--- src/rtl/lsu_queued.sv ---
// Load/store unit: local scratchpad accesses go straight to DMEM, remote accesses
// queue in a small FIFO and issue under a credit limit; tracks one LR reservation.
module lsu_queued #(
  parameter int                      data_width_p      = 32,
  parameter int                      dmem_size_p       = 1024,
  parameter logic [data_width_p-1:0] spm_low_end_p     = data_width_p'(32'h03FF),
  parameter logic [data_width_p-1:0] spm_high_base_p   = data_width_p'(32'h1400),
  parameter logic [data_width_p-1:0] spm_high_end_p    = data_width_p'(32'h1FFF),
  parameter int                      req_fifo_els_p    = 4,
  parameter int                      max_out_credits_p = 16,
  localparam int dmem_addr_width_lp = $clog2(dmem_size_p),
  localparam int mask_width_lp      = data_width_p / 8,
  localparam int credit_width_lp    = $clog2(max_out_credits_p + 1)
) (
  input  logic                          clk_i,
  input  logic                          reset_i,
  input  logic                          exe_v_i,
  input  logic                          is_load_i,
  input  logic                          is_store_i,
  input  logic                          is_lr_i,
  input  logic                          is_byte_i,
  input  logic                          is_hex_i,
  input  logic                          is_unsigned_i,
  input  logic [data_width_p-1:0]       rs1_i,
  input  logic [data_width_p-1:0]       rs2_i,
  input  logic [data_width_p-1:0]       offset_i,
  input  logic                          fence_i,
  input  logic                          credit_return_i,
  input  logic                          remote_ready_i,
  output logic                          stall_o,
  output logic                          err_o,
  output logic                          dmem_v_o,
  output logic                          dmem_w_o,
  output logic [dmem_addr_width_lp-1:0] dmem_addr_o,
  output logic [data_width_p-1:0]       dmem_data_o,
  output logic [mask_width_lp-1:0]      dmem_mask_o,
  output logic                          remote_v_o,
  output logic                          remote_w_o,
  output logic [data_width_p-1:0]       remote_addr_o,
  output logic [data_width_p-1:0]       remote_data_o,
  output logic [mask_width_lp-1:0]      remote_mask_o,
  output logic [4:0]                    remote_info_o,
  output logic [credit_width_lp-1:0]    credits_o,
  output logic                          reserve_v_o,
  output logic [dmem_addr_width_lp-1:0] reserve_addr_o,
  output logic                          credit_err_o
);

  localparam int ptr_width_lp = (req_fifo_els_p > 1) ? $clog2(req_fifo_els_p) : 1;
  localparam int cnt_width_lp = $clog2(req_fifo_els_p + 1);
  localparam logic [credit_width_lp-1:0] credits_max_lp = credit_width_lp'(max_out_credits_p);
  localparam logic [cnt_width_lp-1:0]    fifo_full_lp   = cnt_width_lp'(req_fifo_els_p);

  typedef struct packed {
    logic                     w;
    logic [data_width_p-1:0]  addr;
    logic [data_width_p-1:0]  data;
    logic [mask_width_lp-1:0] mask;
    logic [4:0]               info;
  } req_s;

  logic [data_width_p-1:0]  addr;
  logic [data_width_p-1:0]  store_data;
  logic [mask_width_lp-1:0] store_mask;
  logic is_local, is_word, misaligned, mem_op, err, would_enq, stall, enq, deq;
  logic fifo_empty, fifo_full;

  req_s                    fifo_mem [req_fifo_els_p];
  req_s                    enq_req, head;
  logic [ptr_width_lp-1:0] rd_ptr, wr_ptr;
  logic [cnt_width_lp-1:0] count;

  function automatic logic [ptr_width_lp-1:0] next_ptr(input logic [ptr_width_lp-1:0] p);
    return (p == ptr_width_lp'(req_fifo_els_p - 1)) ? '0 : p + ptr_width_lp'(1);
  endfunction

  assign addr       = rs1_i + offset_i;
  assign is_local   = (addr <= spm_low_end_p) ||
                      ((addr >= spm_high_base_p) && (addr <= spm_high_end_p));
  assign is_word    = ~is_byte_i & ~is_hex_i;
  assign misaligned = (is_hex_i & addr[0]) | (is_word & (addr[1:0] != 2'b00));
  assign mem_op     = is_load_i | is_store_i | is_lr_i;
  assign err        = exe_v_i & mem_op & (misaligned | (is_lr_i & ~is_local));
  assign would_enq  = exe_v_i & (is_load_i | is_store_i) & ~is_local & ~err;

  assign fifo_empty = (count == '0);
  assign fifo_full  = (count == fifo_full_lp);

  // A dequeue in the same cycle does not free a slot for the stalled op.
  assign stall = (would_enq & fifo_full) |
                 (fence_i & (~fifo_empty | (credits_o != credits_max_lp)));

  assign stall_o  = ~reset_i & stall;
  assign err_o    = ~reset_i & err;
  assign dmem_v_o = ~reset_i & exe_v_i & ~stall & ~err & is_local & mem_op;
  assign enq      = would_enq & ~stall;

  // NOTE: every output of a combinational block gets a default first, so no path leaves it unassigned and no latch is inferred.
  always_comb begin
    store_data = rs2_i;
    store_mask = '1;
    if (is_byte_i) begin
      store_data = {(data_width_p/8){rs2_i[7:0]}};
      store_mask = mask_width_lp'(1) << addr[1:0];
    end else if (is_hex_i) begin
      store_data = {(data_width_p/16){rs2_i[15:0]}};
      store_mask = mask_width_lp'(3) << {addr[1], 1'b0};
    end
  end

  assign dmem_w_o    = is_store_i;
  assign dmem_addr_o = addr[2 +: dmem_addr_width_lp];
  assign dmem_data_o = store_data;
  assign dmem_mask_o = store_mask;

  assign enq_req = '{w: is_store_i, addr: addr, data: store_data, mask: store_mask,
                     info: {is_unsigned_i, is_byte_i, is_hex_i, addr[1:0]}};

  assign head          = fifo_mem[rd_ptr];
  assign remote_v_o    = ~fifo_empty & (credits_o != '0);
  assign remote_w_o    = head.w;
  assign remote_addr_o = head.addr;
  assign remote_data_o = head.data;
  assign remote_mask_o = head.mask;
  assign remote_info_o = head.info;
  assign deq           = remote_v_o & remote_ready_i;

  // NOTE: state registers use non-blocking assignments so every flop samples pre-edge values regardless of block order.
  always_ff @(posedge clk_i or posedge reset_i) begin
    if (reset_i) begin
      rd_ptr <= '0;
      wr_ptr <= '0;
      count  <= '0;
    end else begin
      if (enq) wr_ptr <= next_ptr(wr_ptr);
      if (deq) rd_ptr <= next_ptr(rd_ptr);
      if (enq & ~deq)      count <= count + cnt_width_lp'(1);
      else if (deq & ~enq) count <= count - cnt_width_lp'(1);
    end
  end

  // NOTE: the FIFO storage has no reset; validity is carried entirely by count, so clearing the array would only add reset fan-out.
  always_ff @(posedge clk_i) begin
    if (enq) fifo_mem[wr_ptr] <= enq_req;
  end

  always_ff @(posedge clk_i or posedge reset_i) begin
    if (reset_i) begin
      credits_o    <= credits_max_lp;
      credit_err_o <= 1'b0;
    end else if (deq & ~credit_return_i) begin
      credits_o <= credits_o - credit_width_lp'(1);
    end else if (credit_return_i & ~deq) begin
      if (credits_o == credits_max_lp) credit_err_o <= 1'b1;
      else                             credits_o    <= credits_o + credit_width_lp'(1);
    end
  end

  always_ff @(posedge clk_i or posedge reset_i) begin
    if (reset_i) begin
      reserve_v_o    <= 1'b0;
      reserve_addr_o <= '0;
    end else if (dmem_v_o & is_lr_i) begin
      reserve_v_o    <= 1'b1;
      reserve_addr_o <= dmem_addr_o;
    end else if (dmem_v_o & is_store_i & reserve_v_o & (dmem_addr_o == reserve_addr_o)) begin
      reserve_v_o <= 1'b0;
    end
  end

endmodule

--- config.mk ---
export PLATFORM = sky130hd
export DESIGN_NAME = lsu_queued
export DESIGN_NICKNAME = d
export VERILOG_FILES = /design/src/rtl/lsu_queued.sv
export SDC_FILE = /design/constraint.sdc
export NUM_CORES = 1
export LEC_CHECK = 0
export BUFFER_PORTS_ARGS = -buffer_cell sky130_fd_sc_hd__buf_2
export CORE_MARGIN = 5
export CORE_UTILIZATION = 51
export DETAILED_ROUTE_END_ITERATION = 6
export GPL_TIMING_DRIVEN = 0
export PLACE_DENSITY_LB_ADDON = 0.25
export RECOVER_POWER = 100
export SYNTH_ARGS = -nofsm -noshare
export SYNTH_HDL_FRONTEND = slang
export SYNTH_SLANG_ARGS = --single-unit
--- constraint.sdc ---
create_clock -name clk_i -period 3.5 [get_ports clk_i]
set_clock_uncertainty 0.05 [all_clocks]
set_input_delay 0.175 -clock clk_i [delete_from_list [all_inputs] [get_ports clk_i]]
set_output_delay 0.175 -clock clk_i [all_outputs]
set_load 0.03 [all_outputs]
# Word-level counts from Yosys, hierarchy flattened

Memories as Yosys holds them, arrays and structs flattened.
Index checks and enable logic that the tools add are counted.
W data, S select, Z words.

Register bits after elaboration: 24
Memory bits (writable): 296
Word-level logic and storage cells: 98
Memories kept: 1

Add/sub/neg operators: 7
$lt $le $gt $ge: 3
Eq/ne operators: 7
Shift operators: 2
Muxes and demuxes: 15
Bitwise operators: 46
Reductions and logical operators: 10

Memories:

| memory   | words | width | rd ports | clocked after Yosys merged registers in | wr ports | line | RTL |
|---|---|---|---|---|---|---|---|
| fifo_mem | 4     | 74    | 1        | 0                                       | 1        | 68   | `req_s fifo_mem [req_fifo_els_p];` |

Operators by type and width:

| operator               | count |
|---|---|
| $mux W32               | 2 |
| $add A32 B32 Y32       | 1 |
| $ge A32 B13 Y1 const B | 1 |
| $le A32 B10 Y1 const B | 1 |
| $le A32 B13 Y1 const B | 1 |
| $and A1 B1 Y1          | 29 |
| $mux W5                | 3 |
| $not A1 Y1             | 11 |
| $eq A10 B10 Y1         | 1 |
| $mux W4                | 2 |
| $reduce_bool A2 Y1     | 4 |
| $mux W3                | 2 |
| $or A1 B1 Y1           | 6 |
| $add A5 B1 Y5 const B  | 1 |
| $eq A5 B5 Y1 const B   | 1 |
| $ne A5 B5 Y1 const B   | 1 |
| $reduce_bool A5 Y1     | 1 |
| $sub A5 B1 Y5 const B  | 1 |
| $add A2 B1 Y2 const B  | 2 |
| $eq A2 B2 Y1 const B   | 2 |
| $mux W1                | 4 |
| $mux W2                | 2 |
| $shl A1 B2 Y4 const A  | 1 |
| $shl A2 B2 Y4 const A  | 1 |
| 9 further kinds        | 9 |

# Depth between registers and ports, before layout

Gate-level depths: netlist of run 1.

Word-level depth: 22
Depth in mapped cells: 17
Mapped depth without buffers: 17

# Worst setup path after synthesis of run 1

Ideal clock, no wire load.

Kind: input-to-reg
From: in rs1_i[0]
To: mem fifo_mem[0][10] in the netlist's numbering (enable)
Setup time: 0.438 ns
Arrival time: 4.796 ns
Setup slack: -1.784 ns
Stages: 12
Cell sequence: ha_1 -> fa_1 -> a211oi_1 -> o21a_1 -> o22ai_2 -> a211oi_1 -> nor4_1 -> a211oi_1 -> or3_1 -> nor4_4 -> nor3_1 -> and2_1

Word-level cells in the longest chain between the ends: 16
Elaborated cells on any way between the ends: 23
Classes of those cells: add/sub (1); order compare (3); mux (2); bitwise (14); reduce/logical (3)

RTL lines:

| element                                          | line   | RTL |
|---|---|---|
| start: declaration                               | 24     | `input logic [data_width_p-1:0] rs1_i,` |
| $add A32 B32 Y32 *                               | 77     | `assign addr = rs1_i + offset_i;` |
| named net addr[28]                               | 62     | `logic [data_width_p-1:0] addr;` |
| $ge A32 B13 Y1 or $le A32 B13 Y1 (tied branches) | 79     | `((addr >= spm_high_base_p) && (addr <= spm_high_end_p));` |
| $logic_and A1 B1 Y1                              | 79     |  |
| $logic_or A1 B1 Y1 *                             | 78     | `assign is_local = (addr <= spm_low_end_p) \|\|` |
| $not A1 Y1 *                                     | 83, 84 |  |
| $and A1 B1 Y1                                    | 83     | `assign err = exe_v_i & mem_op & (misaligned \| (is_lr_i & ~is_local));` |
| $or A1 B1 Y1                                     | 83     |  |
| [2 not listed]                                   | --     |  |
| $and A1 B1 Y1 *                                  | 84     | `assign would_enq = exe_v_i & (is_load_i \| is_store_i) & ~is_local & ~err;` |
| $and A1 B1 Y1                                    | 90     | `assign stall = (would_enq & fifo_full) \|` |
| $or A1 B1 Y1                                     | 90     |  |
| $not A1 Y1                                       | 96     | `assign enq = would_enq & ~stall;` |
| $and A1 B1 Y1 *                                  | 96     |  |
| named net enq                                    | 65     | `logic is_local, is_word, misaligned, mem_op, err, would_enq, stall, enq, deq;` |
| $mux W1 *                                        | 144    | `if (enq) fifo_mem[wr_ptr] <= enq_req;` |
| $mux W1 (implied by the code) *                  | 144    |  |
| end: declaration                                 | 68     |  |

Mark *: on every way through the listed nets, which the timed path passes. The rest lies on a longest branch.

# Final worst setup path of run 1

From: in rs1_i[7]
To: reg count[1]

Word-level cells in the longest chain between the ends: 17
Elaborated cells on any way between the ends: 22
Classes of those cells: add/sub (1); order compare (3); mux (1); bitwise (14); reduce/logical (3)

RTL lines:

| element                                          | line   | RTL |
|---|---|---|
| $add A32 B32 Y32 *                               | 77     |  |
| named net addr[28]                               | 62     |  |
| $ge A32 B13 Y1 or $le A32 B13 Y1 (tied branches) | 79     |  |
| $logic_and A1 B1 Y1                              | 79     |  |
| $logic_or A1 B1 Y1 *                             | 78     |  |
| $not A1 Y1 *                                     | 83, 84 |  |
| $and A1 B1 Y1                                    | 83     |  |
| $or A1 B1 Y1                                     | 83     |  |
| [3 not listed]                                   | --     |  |
| $and A1 B1 Y1                                    | 90     |  |
| $or A1 B1 Y1                                     | 90     |  |
| $not A1 Y1                                       | 96     |  |
| $and A1 B1 Y1 *                                  | 96     |  |
| named net enq                                    | 65     |  |
| $not A1 Y1                                       | 138    | `else if (deq & ~enq) count <= count - cnt_width_lp'(1);` |
| $and A1 B1 Y1                                    | 138    |  |
| $reduce_bool A2 Y1 (no source line)              | --     |  |
| end signal: assignment                           | 137    | `if (enq & ~deq) count <= count + cnt_width_lp'(1);` |
| end signal: assignment                           | 138    |  |
| end: declaration                                 | 71     | `logic [cnt_width_lp-1:0] count;` |

Marked as above.
A chain may end at the register's enable or synchronous reset.

==> results_dict.tcl, run 1 <==
set metrics [dict create \
    status "complete, but fails checks" \
    violations "setup timing" \
    via_per_inst 5.668 \
    die_w_um 177.4 \
    layout-area-overhead-vs-synth_pct 27.56 \
    nNetsFinal 1390 \
    ys.flop_type "edfxtp_1" \
    tns_ns -0.1996 \
    dr_wl_met2_um 18290 \
    worst_path_largest_cell_delay_ns 0.42 \
    yosys_warnings 0 \
    antenna_found_initial 0 \
    p_sw_share_pct 35.00 \
    yosysUniqueCellTypes 58 \
    crit_type "in2reg" \
    stdcell_area_mm2 0.01823 \
    maxCapViolations 0 \
    die_h_um 177.4 \
    dp.final_hpwl_um 22060 \
    core_area_mm2 0.02771 \
    syn-num-nets 1038 \
    row_count 61 \
    layout_setup_ws_ns -0.08888 \
    crit_path_end_kind "flop" \
    cp_max_fo 5 \
    hold_viol_final 0 \
    crit_chain "buf_2 -> ha_4 -> buf_6 -> and3_4 -> or3b_4 -> o22ai_4 -> a211oi_4 -> buf_6 -> nor4_4 -> a211oi_2 -> or3_4 -> nor4_4 -> buf_12 -> nor3_4 -> ha_2 -> inv_2 -> fa_2 -> mux2_2" \
    async_flop_share_pct 7.692 \
    synth-edff-count 288 \
    antenna_left 0 \
    cp_slowest_cell "fa_2" \
    place_area_mm2 0.01608 \
    critPathLaunchType "input pin" \
    synth_seq_cells 312 \
    hold_path_class "in2reg" \
    wl_met1_um 14190 \
    powerDensity_mw_per_mm2 665.9 \
    cts_buffer_depth 3 \
    cts.sinks 312 \
    ir_drop_mv 0.4502 \
    layout.cells.most_common "edfxtp_1" \
    wl_met3_um 2381 \
    arrival_ns 3.97 \
    rsz0062_at_grt "yes" \
    period_needed_ns 3.589 \
    highest_layer "met4" \
    path_clk_slew_ns 0.06 \
    drive_gt1_share_pct 39.87 \
    num_vias 9278 \
    drc 0 \
    cts_tree "built" \
    slew_headroom_pct 29.38 \
    final_cell_mix "288 x edfxtp_1, 194 x buf_2, 72 x mux4_2" \
    p_sw_mw 4.249 \
    total_power_mw 12.14 \
    synth_area_leaders "edfxtp_1 61%, mux4_2 11%, dfrtp_1 4.0%" \
    routabilityCongestion 0.8205 \
    grt.total_usage_pct 22.27 \
    portBuffers 249 \
    pin_count 250 \
    syn_avg_cell_area_um2 16.15 \
    power_leakage_nw 6.702 \
    power.share.combinational_pct 37.5 \
    drt_iter0_drc 539 \
    cts_inserted_buffers 30 \
    internal-power_mw 7.889 \
    slew_violations 0 \
    firstDrtPassIters 4 \
    period_share_pct 102.5 \
    gr-total-overflow 0 \
    clkPwrFrac_pct 25.8 \
    clock-root-buffer "clkbuf_16" \
    grt_pass1_vias 9315 \
    dieArea_mm2 0.03147 \
    ys_seq_area_share_pct 64.73 \
    synth_largest_area_cell "edfxtp_1" \
    cp_data_required_time_ns 3.88 \
    tightest_slew_ns 1.058 \
    antenna_cells 0 \
    setup_viol 4 \
    routed_wl_um 35770 \
    start_util_pct 51.58 \
    synth_top_area_share_pct 60.52 \
    seqPwrFrac_pct 36.7 \
    h-tree-depth 1 \
    netlist_instances 885 \
    clk_latency_ns 0.54 \
    max_freq_ghz 0.2786 \
    routedWlPerCell_um 21.85 \
    grt_max_degree 26 \
    grt_pass1_wl_um 53590 \
    synthesis.area_mm2 0.01429 \
]
## power by group through the flow
stage          sequential, mW  combinational [mW]  clock [mW]
2_1_floorplan            4.57                3.06           0
3_3_place_gp             4.53                4.25           0
3_5_place_dp             4.53                4.29           0
4_1_cts                  4.45                4.52        3.21
5_1_grt                  4.47                4.88        3.36
6_report                 4.45                4.55        3.13
## logic make-up (layout without fill, tap and decap cells)
family | after synthesis | in the layout | share of synthesized area (%)
adder cells (fa/ha/maj) | 45 | 45 | 4.098
AND/OR/NAND/NOR | 145 | 157 | 4.930
buffers and inverters | 82 | 444 | 2.942
AO/OA/AOI/OAI | 156 | 156 | 6.803
multiplexers | 101 | 101 | 13.80
flip-flops | 312 | 312 | 64.73
XOR/XNOR | 44 | 44 | 2.697
## critical path, delay by kind of cell
| family | cells | cell delay, ns |
|---|---|---|
| AOI/OAI and AO/OA | 3 | 0.39 |
| muxes | 1 | 0.28 |
| and+or+nand+nor | 6 | 1.64 |
| buffers and inverters | 5 | 0.59 |
| adders and majority gates | 3 | 0.88 |
## state kept, by name, summed over array words and instances (netlist names)
register	cells
reserve_addr_o	10
rd_ptr	2
fifo_mem	288
credit_err_o	1
wr_ptr	2
reserve_v_o	1
count	3
credits_o	5
## cells in the mapped netlist (8+ instances only)
| library cell | count |
|---|---|
| o211ai_1 | 8 |
| clkbuf_1 | 15 |
| a211oi_1 | 9 |
| inv_1 | 28 |
| o21ai_0 | 41 |
| mux2_4 | 9 |
| edfxtp_1 | 288 |
| mux2_2 | 12 |
| xor2_1 | 22 |
| ha_1 | 42 |
| mux4_2 | 72 |
| nand2_1 | 53 |
| buf_4 | 27 |
| buf_1 | 11 |
| dfrtp_1 | 23 |
| nor3_1 | 11 |
| a21oi_1 | 47 |
| a21o_1 | 8 |
| xnor2_1 | 22 |
| nor2_1 | 32 |
| mux2i_1 | 8 |
| nand4_1 | 11 |
## layout make-up
cell class | count | area, µm²
clock buffer | 40 | 809.5
sequential | 312 | 9250
buffer | 50 | 362.8
multi-input combinational | 503 | 5228
tap | 378 | 473.0
fill | 1972 | 9477
inverter | 28 | 105.1
timing repair buffer | 312 | 1858
clock inverter | 14 | 142.6
## per-layer routing
layer	vias to the layer above	GRT usage, %
li1	4198	-
met2	346	39.37
met3	61	3.174
met1	4673	29.18
met4	0	5.962
met5	-	0
## through the flow
stage | hold slack [ns] | utilization [%] | std cells | setup slack, ns
final | 0.05405 | 65.80 | 1637 | -0.08888
after global routing | 0.05564 | 65.80 | 1637 | -0.1603
after global placement | 0.3417 | 58.04 | 1512 | -1.349
after CTS | 0.02331 | 64.17 | 1617 | -0.09303
after floorplan | 0.1475 | - | 885 | -0.1388
after detailed placement | 0.3576 | 58.04 | 1512 | -1.356
## worst paths after layout
path                                start                end  slack (ns)  cells past startpoint
min in group asynchronous         reset_i       credit_err_o        0.42                      3
min reg2reg                  credit_err_o       credit_err_o        0.42                      1
max reg2reg                  credits_o[0]       credits_o[4]        0.38                     13
min                        remote_ready_i          rd_ptr[1]        0.05                      4
max in group asynchronous         reset_i  reserve_addr_o[6]        2.34                      3
max                              rs1_i[7]           count[1]       -0.09                     18
## what timing repair did
action | in CTS | in global routing
hold buffers | 23 | 0
gates resized for setup | 70 | 59
gates cloned | 12 | 0
setup endpoints to repair | 351 | 303
pin swaps | 27 | 39
buffers inserted | 17 | 25
endpoints found under the hold margin | 108 | 0
Note: power is estimated with default switching activity, not from simulation.
==> run 2: changes to the inputs <==
Settings changed: CORE_ASPECT_RATIO set to 1.5.
==> run 2 against run 1 <==
Net effect: the flow still finishes with violations (setup timing); largest power group unchanged; wire length is 0.33% higher; maximum frequency is 0.74% lower; die area is 0.22% higher; global-route usage is 0.46 points higher.
==> results_dict.tcl, run 2 (synthesis gave the netlist of run 1 again) <==
set metrics [dict create \
    start_util_pct 51.45 \
    power.share.combinational_pct 37.4 \
    crit_path_end_kind "primary output" \
    routabilityCongestion 0.8428 \
    cts.sinks 312 \
    ir_drop_mv 0.4284 \
    die_w_um 146.7 \
    row_count 75 \
    cts_buffer_depth 3 \
    cts_inserted_buffers 29 \
    grt_pass1_vias 9545 \
    die_h_um 215.0 \
    arrival_ns 3.39 \
    grt_pass1_wl_um 55680 \
    cp_data_required_time_ns 3.27 \
    slew_violations 0 \
    cp_max_fo 5 \
    setup_viol 4 \
    regMostFlops "fifo_mem" \
    num_vias 9058 \
    wl_met3_um 2043 \
    final_cell_mix "288 x edfxtp_1, 232 x buf_2, 72 x mux4_2" \
    powerDensity_mw_per_mm2 675.5 \
    via_per_inst 5.708 \
    period_share_pct 103.3 \
    final_util_pct 64.28 \
    max_freq_ghz 0.2766 \
    place_area_mm2 0.01604 \
    period_needed_ns 3.616 \
    highest_layer "met4" \
    fillers 2004 \
    grt_max_degree 26 \
    seqPwrFrac_pct 36.9 \
    rsz0062_at_grt "yes" \
    path_clk_slew_ns 0.06 \
    layout.cells.most_common "edfxtp_1" \
    antenna_found_initial 0 \
    layout-area-overhead-vs-synth_pct 24.95 \
    whs_ns 0.06105 \
    internal-power_mw 7.767 \
    hold_viol_final 0 \
    clkPwrFrac_pct 25.7 \
    tightest_slew_ns 1.051 \
    drive_gt1_share_pct 41.42 \
    antenna_left 0 \
    antenna_cells 0 \
    firstDrtPassIters 5 \
    cts_tree "built" \
    portBuffers 249 \
    stdcell_area_mm2 0.01785 \
    pin_count 250 \
    drc 0 \
    dieArea_mm2 0.03154 \
    clock-root-buffer "clkbuf_16" \
    layout_setup_ws_ns -0.1155 \
    largest_reg_flops 288 \
    routedWlPerCell_um 22.61 \
    dp.final_hpwl_um 23050 \
    status "complete, but fails checks" \
    power_leakage_nw 6.690 \
    slew_headroom_pct 29.84 \
    nNetsFinal 1372 \
    violations "setup timing" \
    grt.total_usage_pct 22.73 \
    p_sw_mw 4.293 \
    hold_path_class "in2reg" \
    total_power_mw 12.06 \
    maxCapViolations 0 \
    top_regs "fifo_mem: 288 flops, reserve_addr_o: 10 flops, credits_o: 5 flops" \
    critPathLaunchType "input pin" \
    drt_iter0_drc 520 \
    gr-total-overflow 0 \
    routed_wl_um 35880 \
    h-tree-depth 1 \
    dr_wl_met2_um 19470 \
    p_sw_share_pct 35.60 \
    clk_latency_ns 0.55 \
    wl_met1_um 13470 \
    crit_type "in2out" \
    core_area_mm2 0.02778 \
]
## run 2: cell types whose count changed in the layout (fill, tap and decap cells not counted), sizes merged
cell | before | now
inv | 28 | 31
clkdlybuf4s15 | 4 | 2
clkinvlp | 2 | 4
clkbuf | 95 | 60
buf | 280 | 292
clkinv | 9 | 11
## run 2: path summary, 6_finish.rpt
path / from / to / slack (ns) / depth (start not counted)
setup / recovery: rs1_i[0] / err_o / -0.12 / 15
hold / removal: is_lr_i / reserve_addr_o[9] / 0.06 / 3
setup reg to reg: credits_o[0] / credits_o[4] / 0.28 / 13
hold reg to reg: credit_err_o / credit_err_o / 0.42 / 1
max in group asynchronous: reset_i / reserve_addr_o[5] / 2.36 / 3
min in group asynchronous: reset_i / credit_err_o / 0.40 / 3
## run 2: metal layers
| metal | vias to the layer above | global-route usage, % |
|---|---|---|
| met4 | 0 | 5.901 |
| met1 | 4522 | 27.91 |
| met2 | 316 | 42.04 |
| met5 | - | 0 |
| met3 | 51 | 3.203 |
| li1 | 4169 | - |
## run 2: what timing repair did
action                                  in CTS  in global routing
buffers inserted                            15                  7
endpoints found under the setup margin     322                341
pin swaps                                   24                 14
hold buffers                                23                  0
resized for setup                           64                 34
endpoints found under the hold margin      108                  0
cloned                                      12                  0
## run 2: worst max-delay path: stages
cell and delay [ns]:
buf_6 0.10, ha_4 0.15, fa_2 0.38, a211oi_2 0.26, o211ai_1 0.25, a21oi_2 0.28
xnor2_2 0.12, or3_1 0.41, a21oi_2 0.17, nand4_1 0.22, nor4_4 0.36, buf_12 0.17
o21ai_2 0.05, and2_4 0.16, buf_6 0.13
## run 2: power groups by stage
| stage | clock network (mW) | logic, mW | registers [mW] |
|---|---|---|---|
| finish | 3.10 | 4.51 | 4.45 |
| global route | 3.32 | 4.84 | 4.47 |
| CTS | 3.16 | 4.53 | 4.45 |
| detailed placement | 0 | 4.32 | 4.53 |
| global placement | 0 | 4.27 | 4.52 |
| floorplan | 0 | 3.06 | 4.57 |
## run 2: final cells by class
class                      count  area [µm²]  area share (%)
inverter                      28       105.1          0.5886
clock inverter                21       196.4           1.100
timing repair buffer         294        1667           9.334
multi-input combinational    503        5121           28.68
tap                          346       432.9           2.425
buffer                        51       345.3           1.934
clock buffer                  32       737.0           4.128
sequential                   312        9250           51.81
## run 2: metrics by stage
| stage | setup WS [ns] | TNS (ns) | cells |
|---|---|---|---|
| 2_1_floorplan | -0.1388 | -6.976 | 885 |
| 3_3_place_gp | -1.409 | -399.36 | 1480 |
| 3_5_place_dp | -1.471 | -408.83 | 1480 |
| 4_1_cts | -0.09592 | -0.2929 | 1582 |
| 5_1_grt | -0.1752 | -0.7174 | 1587 |
| 6_report | -0.1155 | -0.4035 | 1587 |
